===== src/rtl/csr_exec_unit.sv =====
// CSR execute stage: Zicsr decode, read-modify-write and in-flight write tracking.
// Build option CSR_EXEC_FWD_EN: forward in-flight writes instead of raising hazard.
module csr_exec_unit #(
    parameter int XLEN      = 32,
    parameter int FWD_DEPTH = 2
) (
    input  logic            clk,
    input  logic            rst,
    input  logic            i_stall,
    input  logic            i_flush,
    input  logic            i_in_valid,
    input  logic [2:0]      i_in_funct3,
    input  logic [11:0]     i_in_addr,
    input  logic [4:0]      i_in_rs1_idx,
    input  logic [XLEN-1:0] i_in_rs1_val,
    input  logic [1:0]      i_priv,
    output logic [11:0]     o_file_raddr,
    input  logic [XLEN-1:0] i_file_rdata,
    output logic            o_in_ready,
    output logic            o_res_valid,
    output logic [XLEN-1:0] o_res_old,
    output logic            o_res_wr_en,
    output logic [11:0]     o_res_wr_addr,
    output logic [XLEN-1:0] o_res_wr_data,
    output logic            o_res_illegal,
    output logic            o_hazard
);

    logic                 r_res_valid;
    logic [XLEN-1:0]      r_res_old;
    logic                 r_res_wr_en;
    logic [11:0]          r_res_wr_addr;
    logic [XLEN-1:0]      r_res_wr_data;
    logic                 r_res_illegal;

    logic [FWD_DEPTH-1:0] r_trk_v;
    logic [11:0]          r_trk_a [FWD_DEPTH];
    logic [XLEN-1:0]      r_trk_d [FWD_DEPTH];

    logic                 w_op_valid;
    logic                 w_wr_intent;
    logic                 w_illegal;
    logic                 w_hazard;
    logic                 w_accept;
    logic [XLEN-1:0]      w_src;
    logic [XLEN-1:0]      w_old;
    logic [XLEN-1:0]      w_new;

    assign w_op_valid  = i_in_valid && (i_in_funct3[1:0] != 2'b00);
    assign w_src       = i_in_funct3[2] ? {{(XLEN-5){1'b0}}, i_in_rs1_idx} : i_in_rs1_val;
    assign w_wr_intent = (i_in_funct3[1:0] == 2'b01) || (i_in_rs1_idx != 5'd0);
    assign w_illegal   = (i_in_addr[9:8] > i_priv) ||
                         (w_wr_intent && (i_in_addr[11:10] == 2'b11));

`ifdef CSR_EXEC_FWD_EN
    // Scan oldest to youngest so the youngest matching write ends up in w_old.
    always_comb begin
        w_old = i_file_rdata;
        for (int i = FWD_DEPTH - 1; i >= 0; i--) begin
            if (r_trk_v[i] && (r_trk_a[i] == i_in_addr)) w_old = r_trk_d[i];
        end
        if (r_res_valid && r_res_wr_en && (r_res_wr_addr == i_in_addr)) w_old = r_res_wr_data;
    end
    assign w_hazard = 1'b0;
`else
    logic w_match;
    always_comb begin
        w_match = r_res_valid && r_res_wr_en && (r_res_wr_addr == i_in_addr);
        for (int i = 0; i < FWD_DEPTH; i++) begin
            if (r_trk_v[i] && (r_trk_a[i] == i_in_addr)) w_match = 1'b1;
        end
    end
    assign w_old    = i_file_rdata;
    assign w_hazard = !rst && w_op_valid && w_match;
`endif

    always_comb begin
        case (i_in_funct3[1:0])
            2'b01:   w_new = w_src;
            2'b10:   w_new = w_old | w_src;
            default: w_new = w_old & ~w_src;
        endcase
    end

    assign o_in_ready = !rst && !i_stall && !w_hazard && !i_flush;
    assign w_accept   = o_in_ready && w_op_valid;

    always_ff @(posedge clk) begin
        if (rst) begin
            r_res_valid   <= 1'b0;
            r_res_old     <= '0;
            r_res_wr_en   <= 1'b0;
            r_res_wr_addr <= '0;
            r_res_wr_data <= '0;
            r_res_illegal <= 1'b0;
            r_trk_v       <= '0;
            for (int i = 0; i < FWD_DEPTH; i++) begin
                r_trk_a[i] <= '0;
                r_trk_d[i] <= '0;
            end
        end else if (i_flush) begin
            r_res_valid   <= 1'b0;
            r_res_wr_en   <= 1'b0;
            r_res_illegal <= 1'b0;
            r_trk_v       <= '0;
        end else if (!i_stall) begin
            // The result register's write retires into slot 0; the oldest slot drops.
            r_trk_v[0] <= r_res_valid && r_res_wr_en;
            r_trk_a[0] <= r_res_wr_addr;
            r_trk_d[0] <= r_res_wr_data;
            for (int i = 1; i < FWD_DEPTH; i++) begin
                r_trk_v[i] <= r_trk_v[i-1];
                r_trk_a[i] <= r_trk_a[i-1];
                r_trk_d[i] <= r_trk_d[i-1];
            end
            if (w_accept) begin
                r_res_valid   <= 1'b1;
                r_res_wr_addr <= i_in_addr;
                r_res_illegal <= w_illegal;
                r_res_wr_en   <= !w_illegal && w_wr_intent;
                r_res_old     <= w_illegal ? '0 : w_old;
                r_res_wr_data <= w_illegal ? '0 : w_new;
            end else begin
                r_res_valid   <= 1'b0;
                r_res_wr_en   <= 1'b0;
                r_res_illegal <= 1'b0;
            end
        end
    end

    assign o_file_raddr  = i_in_addr;
    assign o_res_valid   = r_res_valid;
    assign o_res_old     = r_res_old;
    assign o_res_wr_en   = r_res_wr_en;
    assign o_res_wr_addr = r_res_wr_addr;
    assign o_res_wr_data = r_res_wr_data;
    assign o_res_illegal = r_res_illegal;
    assign o_hazard      = w_hazard;

endmodule


===== config.mk =====
export PLATFORM = sky130hd
export DESIGN_NAME = csr_exec_unit
export DESIGN_NICKNAME = d
export VERILOG_FILES = /design/src/rtl/csr_exec_unit.sv
export SDC_FILE = /design/constraint.sdc
export NUM_CORES = 1
export LEC_CHECK = 0
export CAP_MARGIN = 20
export CORE_UTILIZATION = 30
export CTS_CLUSTER_SIZE = 28
export DETAILED_ROUTE_END_ITERATION = 8
export DONT_BUFFER_PORTS = 1
export SLEW_MARGIN = 20
export SYNTH_ARGS = -nofsm -noshare
export SYNTH_HDL_FRONTEND = slang
export SYNTH_SLANG_ARGS = --single-unit
export TNS_END_PERCENT = 20

===== constraint.sdc =====
create_clock -name clk -period 2.7 [get_ports clk]
set_input_delay 0.54 -clock clk [delete_from_list [all_inputs] [get_ports clk]]
set_output_delay 0.54 -clock clk [all_outputs]
set_load 0.005 [all_outputs]

==> flow_metrics.py <==
metrics = {
    "run_status": {
        "status": "finished clean",
    },
    "clock_network": {
        "cts.sink_count": 105,
        "clk_pin_slew_ns": 0.07,
        "cts.path.max_buffers": 2,
        "insertion_delay_ns": 0.35,
        "htree_num_levels": 3,
        "cts_buffers": 9,
        "ctsRootBufferMaster": "clkbuf_16",
        "cts_tree": "done",
        "postCtsHoldBufs": 0,
    },
    "place": {
        "io_buffers": 0,
        "place_inst": 773,
        "hpwl_um": 9980,
        "place.gp.congestion": 0.860,
    },
    "hold_path": {
        "min_path_type": "in -> reg",
    },
    "critical_path": {
        "cp_data_arrival_time_ns": 2.05,
        "required_ns": 2.16,
        "crit_end": "o_hazard",
        "r2r-end": "o_res_wr_data[13]",
        "cp-end-kind": "output pin",
        "rrSetupSlack_ns": 0.39,
        "reg2reg_from": "r_trk_a[0][4]",
        "cp_num_cells": 5,
        "cpLargestDelayFamily": "simple AND/OR/NAND/NOR gates",
        "worstPathMaxFanout": 2,
        "cp_cell_sequence": "xnor2_1, nand4_1, or4_1, a31oi_2, buf_4",
        "crit_type": "reg -> out",
        "start_kind": "register",
        "slowest_delay_ns": 0.58,
        "critPathBufInv": 1,
        "slowest_stage": "or4_1",
        "crit_start": "r_trk_a[0][4]",
        "r2r_cells": 7,
    },
    "layout": {
        "fin_cells": 789,
        "multi_input_area_um2": 2890,
        "syn_to_final_growth_pct": 9.24,
        "seqCellArea_um2": 2340,
        "final_util": 0.335,
        "drive_above_1_share": 0.0750,
        "final_cell_mix": "nand2b_1 (98), dfxtp_1 (81), mux2i_1 (71), nand2_1 (66), nand3_1 (29)",
        "diodes": 0,
        "final_common_cell": "nand2b_1",
        "nNetsFinal": 651,
        "fillers": 1860,
    },
    "floorplan": {
        "initial_core_util": 0.306,
        "row_count": 49,
        "core_area_um2": 18000,
        "ios": 184,
        "dieHeight_um": 138,
        "fp.dieArea_um2": 19000,
        "die_width_um": 138,
    },
    "detailed_routing": {
        "wire_per_inst_um": 17.5,
        "detail-route-antenna-nets": 0,
        "vias_per_cell": 4.96,
        "drc_errors": 0,
        "vias": 3913,
        "totalWireLength_um": 13800,
        "drtIter0Drc": 209,
        "dr.pass1.iters": 4,
    },
    "timing": {
        "finalHoldViolCount": 0,
        "period_share": 0.960,
        "fin_skew_ns": 0.00966,
        "rsz0062_at_grt": "no",
        "tightest_slew_ns": 0.548,
        "fin_setup_tns_ns": 0,
        "hold_ws_ns": 0.321,
        "slew-limit-headroom": 0.635,
        "setup_violations": 0,
        "fmax_mhz": 386,
        "slew_viol_final": 0,
        "post-route-min-period_ns": 2.59,
    },
    "yosys": {
        "syn_nets": 678,
        "yosys_warnings": 0,
        "postSynthAreaPerCell_um2": 9.49,
        "syn_area_um2": 5520,
        "synth_area_leaders": "dfxtp_1 (29%), edfxtp_1 (13%), mux2i_1 (13%)",
        "synth_area_leader_cell": "dfxtp_1",
        "synth_top_area_share": 0.294,
        "synth_cells": 582,
        "yosysSeqAreaShare": 0.424,
        "synth_seq_cells": 105,
        "ys_types": 36,
    },
    "global_route": {
        "grt_pass1_vias": 3860,
        "grt_pass1_wl_um": 21100,
        "grt_max_degree": 81,
        "antenna_found_initial": 0,
        "grt_usage": 0.148,
        "grt-ovfl-total": 0,
    },
    "power_and_ir_drop": {
        "vdd_drop_max_uv": 275,
        "p_per_area_nw_per_um2": 576,
        "p_leak_nw": 2.52,
    },
    "run": {
        "cap_violations": 0,
    },
}
-- synth_stat cells (all sizes together) --
cell	instances
o21ai	28
ha	5
a21oi	2
inv	5
a2bb2oi	1
nand3b	1
buf	26
dfxtp	81
and2	24
o22ai	2
nand2	66
xnor2	24
nor4	3
clkbuf	24
mux2	11
or3b	1
nor2b	12
or2	1
nand2b	98
o21bai	6
mux2i	71
a311oi	1
or4	2
a31oi	2
edfxtp	24
nor2	6
nand4	6
o2111ai	5
nor3	3
nand3	29
xor2	12
-- power breakdown --
part / leakage [nW] / switching (mW) / total, mW / internal (mW)
Clock: 0.170 / 0.594 / 1.48 / 0.887
Combinational: 1.44 / 0.174 / 0.326 / 0.152
Sequential: 0.910 / 0.0276 / 1.67 / 1.64
-- worst register-to-register path, stage by stage (launching register included) --
cell and delay, ns:
edfxtp_1 0.41, xnor2_1 0.18, nand4_1 0.14, or4_1 0.58
nand4_1 0.25, buf_12 0.22, buf_4 0.23, mux2i_1 0.22
-- area by class of cell --
cell class / count / share of cell area
flip-flops and latches: 105 / 0.388
clock buffers: 14 / 0.0508
well taps: 229 / 0.0475
repair buffers: 12 / 0.0253
inverters: 5 / 0.00311
multi-input cells: 422 / 0.479
clock inverters: 2 / 0.00643
-- logic make-up (layout without fill, tap and decap cells) --
group,after synthesis,count (layout),share of synthesized area
AOI/OAI and AO/OA,47,47,0.0521
xor gates and xnor gates,36,36,0.0571
adders and majority gates,5,5,0.0113
buffers and inverters,55,33,0.0575
DFF,105,105,0.424
muxes,82,82,0.151
and+or+nand+nor,252,252,0.247
-- per-layer routing --
| layer | wire, um | vias up | GRT usage |
|---|---|---|---|
| li1 | - | 1881 | - |
| met1 | 5990 | 1889 | 0.177 |
| met2 | 6590 | 132 | 0.240 |
| met3 | 1090 | 11 | 0.0589 |
| met4 | 143 | 0 | 0.0452 |
| met5 | 0 | - | 0 |
-- flip-flops by register name (all words and copies together) (netlist names) --
name	flops
o_res_illegal	1
o_res_wr_data	32
o_res_valid	1
o_res_wr_en	1
o_res_old	32
r_trk_v	2
r_trk_a	24
o_res_wr_addr	12
-- through the flow --
| step | total power [mW] | setup slack [ns] | cell area [um2] |
|---|---|---|---|
| 2_1_floorplan | 1.99 | 0.357 | 5520 |
| 3_3_place_gp | 2.02 | 0.268 | 5680 |
| 3_5_place_dp | 2.04 | 0.272 | 5680 |
| 4_1_cts | 3.53 | 0.0513 | 6030 |
| 5_1_grt | 3.62 | 0.0226 | 6030 |
| 6_report | 3.48 | 0.108 | 6030 |
-- what timing repair did --
action / 4_1_cts / 5_1_grt
setup endpoints to repair: 0 / 2
setup buffers: 0 / 0
resized for setup: 0 / 1
-- worst min path at each step --
stage | from | slack [ns] | to | cells past startpoint
detailed placement | o_res_old[17] | 0.49 | o_res_old[17] | 2
global placement | o_res_old[29] | 0.48 | o_res_old[29] | 2
global route | i_in_addr[10] | 0.30 | o_res_wr_addr[10] | 1
CTS | i_in_addr[10] | 0.30 | o_res_wr_addr[10] | 1
floorplan | r_trk_v[1] | 0.46 | r_trk_v[1] | 2
finish | i_in_addr[10] | 0.32 | o_res_wr_addr[10] | 1
No activity file was read; power rests on OpenSTA's default activity.
